File: config.mk
export PLATFORM = sky130hd
export DESIGN_NAME = seq_booth_divider
export DESIGN_NICKNAME = d
export VERILOG_FILES = /design/src/rtl/seq_booth_divider.sv
export SDC_FILE = /design/constraint.sdc
export NUM_CORES = 1
export LEC_CHECK = 0
export CAP_MARGIN = 20
export CORE_ASPECT_RATIO = 0.5
export CORE_UTILIZATION = 45
export DETAILED_ROUTE_END_ITERATION = 7
export PLACE_DENSITY = 0.65
export SYNTH_ARGS = -nofsm -noshare
export SYNTH_HDL_FRONTEND = slang
export SYNTH_SLANG_ARGS = --single-unit
File: constraint.sdc
create_clock -name clk -period 8 [get_ports clk]
set_clock_uncertainty 0.15 [all_clocks]
set_input_delay 0.8 -clock clk [delete_from_list [all_inputs] [get_ports clk]]
set_output_delay 0.8 -clock clk [all_outputs]
set_load 0.05 [all_outputs]
File: src/rtl/seq_booth_divider.sv
// Iterative WIDTH/WIDTH integer divider: restoring division on operand magnitudes,
// one quotient bit per cycle, with sign fix-up and valid/ready request/response handshakes.
module seq_booth_divider #(
    parameter int WIDTH = 32,
    parameter int CNT_W = 6
) (
    input  logic             clk,
    input  logic             rst_n,
    input  logic             start,
    output logic             in_ready,
    input  logic [WIDTH-1:0] dividend,
    input  logic [WIDTH-1:0] divisor,
    input  logic             signed_op,
    output logic             out_valid,
    input  logic             out_ready,
    output logic [WIDTH-1:0] quotient,
    output logic [WIDTH-1:0] remainder,
    output logic             div_by_zero,
    output logic             overflow
);

    typedef enum logic [2:0] {
        IDLE = 3'd0,
        PREP = 3'd1,
        ITER = 3'd2,
        FIX  = 3'd3,
        DONE = 3'd4
    } state_t;

    localparam logic [WIDTH-1:0] MIN_VAL  = {1'b1, {(WIDTH-1){1'b0}}};
    localparam logic [WIDTH-1:0] ONES_VAL = {WIDTH{1'b1}};
    localparam logic [WIDTH-1:0] ZERO_VAL = {WIDTH{1'b0}};
    localparam logic [CNT_W-1:0] CNT_ONE  = {{(CNT_W-1){1'b0}}, 1'b1};
    localparam logic [CNT_W-1:0] CNT_INIT = CNT_W'(WIDTH);

    // Two's-complement negation modulo 2^WIDTH; MIN maps onto itself.
    function automatic logic [WIDTH-1:0] neg2(input logic [WIDTH-1:0] v);
        return ~v + {{(WIDTH-1){1'b0}}, 1'b1};
    endfunction

    state_t           state_r;
    state_t           state_nxt_s;

    logic [WIDTH-1:0] a_r;
    logic [WIDTH-1:0] b_r;
    logic             sgn_op_r;
    logic             sign_q_r;
    logic             sign_r_r;
    logic             zero_r;
    logic             ovf_r;
    logic [WIDTH-1:0] q_r;
    logic [WIDTH-1:0] d_r;
    logic [WIDTH:0]   p_r;
    logic [CNT_W-1:0] cnt_r;

    logic             in_ready_r;
    logic             out_valid_r;
    logic [WIDTH-1:0] quotient_r;
    logic [WIDTH-1:0] remainder_r;
    logic             dbz_r;
    logic             ovf_out_r;

    logic [WIDTH:0]   rem_sh_s;
    logic [WIDTH:0]   diff_s;

    // One restoring step: shift the next dividend bit in, then trial-subtract.
    always_comb begin
        rem_sh_s = (p_r << 1) | {{WIDTH{1'b0}}, q_r[WIDTH-1]};
        diff_s   = rem_sh_s - {1'b0, d_r};
    end

    // State register.
    always_ff @(posedge clk or negedge rst_n) begin
        if (!rst_n) begin
            state_r <= IDLE;
        end else begin
            state_r <= state_nxt_s;
        end
    end

    // Next-state logic; ITER runs a fixed WIDTH cycles regardless of operands.
    always_comb begin
        state_nxt_s = state_r;
        case (state_r)
            IDLE: begin
                if (start) begin
                    state_nxt_s = PREP;
                end else begin
                    state_nxt_s = IDLE;
                end
            end
            PREP: state_nxt_s = ITER;
            ITER: begin
                if (cnt_r == CNT_ONE) begin
                    state_nxt_s = FIX;
                end else begin
                    state_nxt_s = ITER;
                end
            end
            FIX:  state_nxt_s = DONE;
            DONE: begin
                if (out_ready) begin
                    state_nxt_s = IDLE;
                end else begin
                    state_nxt_s = DONE;
                end
            end
            default: state_nxt_s = IDLE;
        endcase
    end

    // Operand capture, magnitude preparation and the shift/subtract datapath.
    always_ff @(posedge clk or negedge rst_n) begin
        if (!rst_n) begin
            a_r      <= {WIDTH{1'b0}};
            b_r      <= {WIDTH{1'b0}};
            sgn_op_r <= 1'b0;
            sign_q_r <= 1'b0;
            sign_r_r <= 1'b0;
            zero_r   <= 1'b0;
            ovf_r    <= 1'b0;
            q_r      <= {WIDTH{1'b0}};
            d_r      <= {WIDTH{1'b0}};
            p_r      <= {(WIDTH+1){1'b0}};
            cnt_r    <= {CNT_W{1'b0}};
        end else begin
            case (state_r)
                IDLE: begin
                    if (start) begin
                        a_r      <= dividend;
                        b_r      <= divisor;
                        sgn_op_r <= signed_op;
                    end
                end
                PREP: begin
                    sign_q_r <= sgn_op_r & (a_r[WIDTH-1] ^ b_r[WIDTH-1]);
                    sign_r_r <= sgn_op_r & a_r[WIDTH-1];
                    q_r      <= (sgn_op_r & a_r[WIDTH-1]) ? neg2(a_r) : a_r;
                    d_r      <= (sgn_op_r & b_r[WIDTH-1]) ? neg2(b_r) : b_r;
                    zero_r   <= (b_r == ZERO_VAL);
                    ovf_r    <= sgn_op_r & (a_r == MIN_VAL) & (b_r == ONES_VAL);
                    p_r      <= {(WIDTH+1){1'b0}};
                    cnt_r    <= CNT_INIT;
                end
                ITER: begin
                    // A clear sign bit on the trial difference means the divisor fits.
                    if (!diff_s[WIDTH]) begin
                        p_r <= diff_s;
                        q_r <= {q_r[WIDTH-2:0], 1'b1};
                    end else begin
                        p_r <= rem_sh_s;
                        q_r <= {q_r[WIDTH-2:0], 1'b0};
                    end
                    cnt_r <= cnt_r - CNT_ONE;
                end
                FIX:  cnt_r <= {CNT_W{1'b0}};
                DONE: cnt_r <= {CNT_W{1'b0}};
                default: cnt_r <= {CNT_W{1'b0}};
            endcase
        end
    end

    // Result registers and handshake flags.
    always_ff @(posedge clk or negedge rst_n) begin
        if (!rst_n) begin
            in_ready_r  <= 1'b1;
            out_valid_r <= 1'b0;
            quotient_r  <= {WIDTH{1'b0}};
            remainder_r <= {WIDTH{1'b0}};
            dbz_r       <= 1'b0;
            ovf_out_r   <= 1'b0;
        end else begin
            in_ready_r <= (state_nxt_s == IDLE);
            case (state_r)
                FIX: begin
                    out_valid_r <= 1'b1;
                    if (zero_r) begin
                        quotient_r  <= ONES_VAL;
                        remainder_r <= a_r;
                        dbz_r       <= 1'b1;
                        ovf_out_r   <= 1'b0;
                    end else if (ovf_r) begin
                        quotient_r  <= MIN_VAL;
                        remainder_r <= ZERO_VAL;
                        dbz_r       <= 1'b0;
                        ovf_out_r   <= 1'b1;
                    end else begin
                        quotient_r  <= sign_q_r ? neg2(q_r) : q_r;
                        remainder_r <= sign_r_r ? neg2(p_r[WIDTH-1:0]) : p_r[WIDTH-1:0];
                        dbz_r       <= 1'b0;
                        ovf_out_r   <= 1'b0;
                    end
                end
                DONE: begin
                    // Values are retained after the handshake; only valid and flags drop.
                    if (out_ready) begin
                        out_valid_r <= 1'b0;
                        dbz_r       <= 1'b0;
                        ovf_out_r   <= 1'b0;
                    end
                end
                default: begin
                    out_valid_r <= 1'b0;
                end
            endcase
        end
    end

    assign in_ready    = in_ready_r;
    assign out_valid   = out_valid_r;
    assign quotient    = quotient_r;
    assign remainder   = remainder_r;
    assign div_by_zero = dbz_r;
    assign overflow    = ovf_out_r;

endmodule
==> reports/metrics.sh, run 1 <==
POST-ROUTE-WORST-SETUP-SLACK_PS=3280
MAPPEDNETLISTAREA_UM2=14100
P_TOTAL_mW=8.54
CTS.REPAIR_TIMING.SETUP_BUFFER_COUNT=0
CAP_VIOL_MAX_COUNT=0
START_UTIL_PCT=46.1
SYNTH_AREA_LEADERS='sky130_fd_sc_hd__dfrtp_1 (43%), sky130_fd_sc_hd__o21ai_0 (5.9%), sky130_fd_sc_hd__xnor2_1 (4.7%)'
VIA_COUNT_OF_THE_FIRST_GLOBAL_ROUTING_PASS=11595
HPWLAFTERDP_UM=28300
RUN_STATUS='finished clean'
CTS_RESIZED=0
GP_CONGESTION=0.910
GLOBALROUTEOVERFLOWTOTAL=0
CLOCK_TREE.HTREE_LEVEL_COUNT=1
TIMING.CRITICAL_PATH.BUF_INV=2
FLOORPLAN.DIE_AREA_UM2=32100
DR_TOTAL_VIAS=11906
DIE_Y_UM=127
POST-SYNTH-TOP-AREA-FRACTION_PCT=42.8
SYNTH_ENABLE_FLOP_CELLS=0
CRIT_PATH_START_KIND='register'
CP_CELL_SEQUENCE='inv_1 > ha_1 > fa_1 > nand2b_1 > a2111oi_0 > o211ai_1 > and4b_1 > o21a_1 > xnor2_2 > buf_4 > nand2_1 > nor3_1 > a211o_1'
SLEW-LIMIT-HEADROOM_PCT=28.0
CORE_AREA_UM2=30600
FINAL-MAX-SLEW-VIOLATION-COUNT=0
SYNTHCELLS=1529
FIRSTDRTPASSITERS=6
PWR_DENSITY_CELL_nW_PER_UM2=513
TOTALNEGATIVESETUPSLACK_PS=0
TIMING.CRITICAL_PATH.MAX_DELAY_FAMILY='compound AO/OA/AOI/OAI gates'
YOSYSMOSTFREQUENTCELL='sky130_fd_sc_hd__dfrtp_1'
FRACTION_OF_SYNTHESIS_FLOPS_USING_AN_ASYNCHRONOUS_SET_OR_RESET_PIN_PCT=100
YOSYS.CELL_TYPES.COUNT=70
TRITONCTS='done'
SYNTHESIS.NETS=1638
SETUP_VIOL=0
MAX_FREQ_MHz=212
FIN_UTIL_PCT=54.5
YOSYS.AREA.TOP_TYPE='sky130_fd_sc_hd__dfrtp_1'
WIRELENGTH_ROUTED_UM=38900
FIRST_PASS_GRT_WIRE_LENGTH_UM=62800
P_INT_mW=4.49
CRIT_PATH_MAX_FANOUT=24
SWITCHINGPOWER_mW=4.05
CTS-BUFFERS-INSERTED=25
NNETSFINAL=1725
ROUTED_VIA_DENSITY=5.78
IO-PIN-COUNT=137
YS_TOP_CELLS_BY_COUNT='sky130_fd_sc_hd__dfrtp_1 (241), sky130_fd_sc_hd__o21ai_0 (166), sky130_fd_sc_hd__nand2_1 (163)'
DP_CELLS=2012
TIMING.CRITICAL_PATH.SLOWEST_STAGE_CELL='sky130_fd_sc_hd__xnor2_2'
WORST_PATH_LARGEST_CELL_DELAY_PS=820
MIN_PERIOD_PS=4720
DIE_X_UM=252
POST-PLACE-WS_PS=3340
WORST_R2R_PATH_DEPTH=13
POWER_FRAC_COMB_PCT=55.0
ANTENNA_VIOLATIONS_BEFORE_REPAIR=2
CLK_ROOT_BUFFER_CELL='sky130_fd_sc_hd__clkbuf_16'
ARRIVAL_PS=5050
CLOCK-SINKS=242
ROUTE.DETAILED.WL_PER_INST_UM=18.9
CRITICAL_PATH_DEPTH=13
POWER.LEAKAGE_nW=6.92
CLOCKPOWERSHARE_PCT=15.0
DOMINANTREGCELLSYNTH='sky130_fd_sc_hd__dfrtp_1'
TRACK_USAGE_PCT=24.3
NUM_ROWS=45
SEQUENTIALPOWERSHARE_PCT=30.0
AREAGROWTHSYNTHTOFINISH_PCT=18.3
SYNTH.FF_LATCH_COUNT=242
YOSYS_WARNINGS=0
FILLCELLCOUNT=2706
HOLDBUFCOUNTCTS=0
WORSTPATHREQUIRED_PS=8340
FINAL_CELL_COUNT_NO_FILL=2059
SETUP.WORST_PATH.CLASS='register to register'
TIMING.HOLD.WORST.CLASS='input port to asynchronous set/reset pin'
YS_SEQ_AREA_SHARE_PCT=43.0
GRT_START_MAX_NET_PINS=140
MAX_ROOT_SINK_BUFFERS=3
TIMING.CRITICAL_PATH.TO_TYPE='register'
SHARE_OF_CELLS_ABOVE_DRIVE_STRENGTH_1_PCT=8.26
WORST-SLEW-PIN-TRANSITION_PS=1070
FINALCRITPERIODSHARE_PCT=59.0
INSERTION_DELAY_PS=550
GRT_SETUP_UNREPAIRED='false'
RESIDUAL_DRC_COUNT=0
DRT_FIRST_ITER_VIOLATIONS=1048
POSTSYNTHAREAPERCELL_UM2=9.21
BUFFER_PORTS.INSERTED=136
DRTANTENNAVIOLNETS=0
SW_FRAC_OF_TOTAL_PCT=47.4
CTS.CLK_SLEW.WORST_PATHS_PS=70
VDD_DROP_MAX_V=0.000211
FINAL-HOLD-VIOLATION-COUNT=0
==> cell usage in the layout (no fill, tap or decap), types with 13 or more instances in the layout <==
| master | count |
|---|---|
| sky130_fd_sc_hd__clkdlybuf4s50_1 | 135 |
| sky130_fd_sc_hd__buf_4 | 14 |
| sky130_fd_sc_hd__mux2i_1 | 22 |
| sky130_fd_sc_hd__xor2_1 | 72 |
| sky130_fd_sc_hd__xnor2_1 | 75 |
| sky130_fd_sc_hd__o22a_1 | 21 |
| sky130_fd_sc_hd__a31oi_1 | 14 |
| sky130_fd_sc_hd__dfrtp_1 | 241 |
| sky130_fd_sc_hd__a21o_1 | 13 |
| sky130_fd_sc_hd__a22oi_1 | 30 |
| sky130_fd_sc_hd__nor2_1 | 143 |
| sky130_fd_sc_hd__nand4_1 | 14 |
| sky130_fd_sc_hd__a221oi_1 | 27 |
| sky130_fd_sc_hd__nand3_1 | 14 |
| sky130_fd_sc_hd__nand2_1 | 162 |
| sky130_fd_sc_hd__ha_1 | 39 |
| sky130_fd_sc_hd__nor3_1 | 22 |
| sky130_fd_sc_hd__a21oi_1 | 68 |
| sky130_fd_sc_hd__or3_1 | 13 |
| sky130_fd_sc_hd__clkbuf_16 | 25 |
| sky130_fd_sc_hd__o31ai_1 | 23 |
| sky130_fd_sc_hd__o21ai_0 | 166 |
| sky130_fd_sc_hd__nand2b_1 | 13 |
| sky130_fd_sc_hd__mux2_2 | 56 |
| sky130_fd_sc_hd__or4_1 | 17 |
| sky130_fd_sc_hd__inv_1 | 55 |
| sky130_fd_sc_hd__o41ai_1 | 16 |
==> power by group through the flow <==
stage | clock network (mW) | logic (mW) | registers (mW)
6_report | 1.28 | 4.69 | 2.56
5_1_grt | 1.35 | 5.15 | 2.65
4_1_cts | 1.30 | 4.68 | 2.55
3_5_place_dp | 0 | 4.66 | 2.57
3_3_place_gp | 0 | 4.58 | 2.53
2_1_floorplan | 0 | 3.00 | 2.85
==> worst reg2reg max path, stage by stage (launching register included) <==
cell                        delay (ps)
sky130_fd_sc_hd__dfrtp_1           380
sky130_fd_sc_hd__inv_1              80
sky130_fd_sc_hd__ha_1              230
sky130_fd_sc_hd__fa_1              400
sky130_fd_sc_hd__nand2b_1          220
sky130_fd_sc_hd__a2111oi_0         640
sky130_fd_sc_hd__o211ai_1          250
sky130_fd_sc_hd__and4b_1           230
sky130_fd_sc_hd__o21a_1            210
sky130_fd_sc_hd__xnor2_2           820
sky130_fd_sc_hd__buf_4             470
sky130_fd_sc_hd__nand2_1           230
sky130_fd_sc_hd__nor3_1            260
sky130_fd_sc_hd__a211o_1           120
==> logic make-up after synthesis <==
logic type                 Yosys count  share of synthesized area, %
adders and majority gates           40                          3.61
xor gates and xnor gates           148                          9.20
AOI/OAI and AO/OA                  425                          19.4
DFF                                242                          43.0
muxes                               78                          6.04
and+or+nand+nor                    451                          14.9
buffers and inverters              145                          3.90
==> layout make-up <==
type / instances / area (um2) / area share [%]
diodes: 2 / 5.00 / 0.0300
clock buffers: 36 / 707 / 4.24
clock inverters: 9 / 174 / 1.04
inverters: 55 / 206 / 1.24
multi-input cells: 1142 / 7510 / 45.1
flip-flops and latches: 242 / 6060 / 36.4
well taps: 423 / 529 / 3.18
repair buffers: 150 / 1470 / 8.83
==> worst paths after layout <==
check	startpoint	endpoint	slack, ps
worst max-delay path	q_r[31]$_DFFE_PN0P_	p_r[30]$_DFFE_PN0P_	3280
worst min-delay path	rst_n	quotient[9]$_DFFE_PN0P_	240
worst max register to register	q_r[31]$_DFFE_PN0P_	p_r[30]$_DFFE_PN0P_	3280
worst min register to register	d_r[12]$_DFFE_PN0P_	d_r[12]$_DFFE_PN0P_	330
max in group asynchronous	rst_n	d_r[23]$_DFFE_PN0P_	5980
min in group clk	d_r[12]$_DFFE_PN0P_	d_r[12]$_DFFE_PN0P_	330
==> routing by layer <==
| metal | vias to the layer above | GRT usage [%] | part of all wire, % | routed length (um) |
|---|---|---|---|---|
| met4 | 0 | 5.70 | 2.2 | 860 |
| li1 | 5644 | - | - | - |
| met2 | 384 | 38.8 | 46 | 17700 |
| met3 | 72 | 3.63 | 6.5 | 2520 |
| met5 | - | 0 | 0 | 0 |
| met1 | 5806 | 34.9 | 46 | 17800 |
==> flip-flops by register name (all words and copies together), names as in the netlist, 3 cells and up <==
signal,flops
remainder,32
b_r,32
cnt_r,6
q_r,32
d_r,32
quotient,32
state_r,3
a_r,32
p_r,32
==> stage by stage <==
step	cell area, um2	hold WS (ps)
after floorplan	14100	300
after global placement	15800	314
after detailed placement	15800	321
after CTS	16700	296
after global routing	16700	341
final	16700	242
No activity file was read; power rests on OpenSTA's default activity.
==> inputs of run 2 (changes only) <==
clock period = 4.8 ns   (was 8 ns; I/O delays follow)
==> reports/metrics.sh, run 2 (synthesized netlist as in run 1, its figures left out) <==
POWER.LEAKAGE_nW=6.93
DRTANTENNAVIOLNETS=0
SETUP.WORST_PATH.CLASS='register to register'
DR_TOTAL_VIAS=11728
TRITONCTS='done'
HPWLAFTERDP_UM=28100
TIMING.CRITICAL_PATH.SLOWEST_STAGE_CELL='sky130_fd_sc_hd__a2111oi_0'
TIMING.CRITICAL_PATH.MAX_DELAY_FAMILY='compound AO/OA/AOI/OAI gates'
FILLCELLCOUNT=2726
WIRELENGTH_ROUTED_UM=38300
TIMING.CRITICAL_PATH.BUF_INV=2
GRT_START_MAX_NET_PINS=106
NNETSFINAL=1727
CORE_AREA_UM2=30600
CLK_ROOT_BUFFER_CELL='sky130_fd_sc_hd__clkbuf_16'
CTS.REPAIR_TIMING.SETUP_BUFFER_COUNT=0
GLOBALROUTEOVERFLOWTOTAL=0
FINAL_CELL_AREA_UM2=16700
SEQUENTIALPOWERSHARE_PCT=30.1
AREAGROWTHSYNTHTOFINISH_PCT=18.5
DIE_X_UM=252
CRIT_PATH_MAX_FANOUT=24
TOTALNEGATIVESETUPSLACK_PS=0
TIMING.HOLD.WORST.CLASS='register to register'
WORST-SLEW-PIN-TRANSITION_PS=1040
INSERTION_DELAY_PS=550
CLOCK-SINKS=242
FINAL-HOLD-VIOLATION-COUNT=0
ROUTED_VIA_DENSITY=5.69
LAYOUT_COMMONEST_CELL='sky130_fd_sc_hd__dfrtp_1'
P_INT_mW=7.49
CTS.CLK_SLEW.WORST_PATHS_PS=70
DRT_FIRST_ITER_VIOLATIONS=849
SHARE_OF_CELLS_ABOVE_DRIVE_STRENGTH_1_PCT=8.31
WORSTPATHREQUIRED_PS=5030
NUM_ROWS=45
MAX_FREQ_MHz=247
FIRSTDRTPASSITERS=7
FIRST_PASS_GRT_WIRE_LENGTH_UM=61600
BUFFER_PORTS.INSERTED=136
SEQUENTIAL_CELL_AREA_UM2=6060
FLOORPLAN.DIE_AREA_UM2=32100
VDD_DROP_MAX_V=0.000280
VIA_COUNT_OF_THE_FIRST_GLOBAL_ROUTING_PASS=11328
DIE_Y_UM=127
SW_FRAC_OF_TOTAL_PCT=47.0
GRT_SETUP_UNREPAIRED='false'
PWR_DENSITY_CELL_nW_PER_UM2=848
RESIDUAL_DRC_COUNT=0
GP_CONGESTION=0.893
ARRIVAL_PS=4280
ANTENNA_VIOLATIONS_BEFORE_REPAIR=1
SWITCHINGPOWER_mW=6.66
START_UTIL_PCT=46.1
MIN_PERIOD_PS=4040
WORST_PATH_LARGEST_CELL_DELAY_PS=510
IO-PIN-COUNT=137
TIMING.CRITICAL_PATH.TO_TYPE='register'
TRACK_USAGE_PCT=24.0
CP_CELL_SEQUENCE='inv_1 > ha_1 > fa_1 > nand2b_1 > a2111oi_0 > o211ai_1 > and4b_1 > o21a_1 > xnor2_2 > buf_4 > mux2i_1 > o21ai_0'
POWER_FRAC_COMB_PCT=54.9
FIN_UTIL_PCT=54.6
PLACED_AREA_UM2=15800
CLOCK_TREE.HTREE_LEVEL_COUNT=1
MAX_ROOT_SINK_BUFFERS=3
P_TOTAL_mW=14.2
CRIT_PATH_START_KIND='register'
MULTIINPUTGATEAREA_UM2=7510
CAP_VIOL_MAX_COUNT=0
SLEW-LIMIT-HEADROOM_PCT=30.5
CLOCKPOWERSHARE_PCT=15.0
FINAL-MAX-SLEW-VIOLATION-COUNT=0
ROUTE.DETAILED.WL_PER_INST_UM=18.6
COMMONEST_CELLS_AFTER_ROUTING_FILL_AND_TAPS_ASIDE='sky130_fd_sc_hd__dfrtp_1 (241), sky130_fd_sc_hd__o21ai_0 (166), sky130_fd_sc_hd__nand2_1 (162)'
RUN_STATUS='finished clean'
FINALCRITPERIODSHARE_PCT=84.2
CTS-BUFFERS-INSERTED=24
SETUP_VIOL=0
-- run 2: area by class of cell --
class	instances	share of cell area, %
repair buffers	153	9.04
well taps	423	3.17
inverters	55	1.24
clock buffers	33	3.92
diodes	1	0.0150
flip-flops and latches	242	36.3
clock inverters	11	1.31
multi-input cells	1142	45.0
-- run 2: through the flow --
stage	std cells	setup slack, ps	hold WS [ps]
3_5_place_dp	2014	814	319
2_1_floorplan	1529	1350	34.4
3_3_place_gp	2014	891	316
5_1_grt	2060	301	339
6_report	2060	759	333
4_1_cts	2059	750	332
-- run 2: final timing paths --
| path | slack [ps] | startpoint | to | cells after the start |
|---|---|---|---|---|
| setup / recovery | 760 | q_r[31]$_DFFE_PN0P_ | p_r[18]$_DFFE_PN0P_ | 12 |
| max in group asynchronous | 2950 | rst_n | b_r[20]$_DFFE_PN0P_ | 3 |
| min in group asynchronous | 410 | rst_n | quotient[12]$_DFFE_PN0P_ | 2 |
| hold / removal | 330 | d_r[2]$_DFFE_PN0P_ | d_r[2]$_DFFE_PN0P_ | 2 |
| setup reg to reg | 760 | q_r[31]$_DFFE_PN0P_ | p_r[18]$_DFFE_PN0P_ | 12 |
| hold reg to reg | 330 | d_r[2]$_DFFE_PN0P_ | d_r[2]$_DFFE_PN0P_ | 2 |
-- run 2: tightest hold or removal path, stage by stage (launching register included) --
cell                      delay (ps)
sky130_fd_sc_hd__dfrtp_1         350
sky130_fd_sc_hd__nand2_1          50
sky130_fd_sc_hd__o21ai_0          60
-- run 2: power by group through the flow --
stage	logic, mW	registers, mW	clock network [mW]
after floorplan	5.00	4.75	0
after global placement	7.61	4.22	0
after detailed placement	7.74	4.28	0
after CTS	7.77	4.25	2.16
after global routing	8.53	4.41	2.25
final	7.77	4.26	2.12
-- run 2: what timing repair did --
action / 4_1_cts / 5_1_grt
hold endpoints to repair: 102 / 0
resized for setup: 0 / 0
hold buffers: 1 / 0
-- run 2: routing by layer --
metal / part of all wire (%) / global-route usage (%) / routed length (um) / vias up
met5: 0 / 0 / 0 / -
met4: 2.0 / 4.81 / 762 / 0
met3: 6.4 / 4.75 / 2460 / 49
met2: 45 / 37.8 / 17300 / 316
met1: 46 / 34.4 / 17800 / 5723
li1: - / - / - / 5640
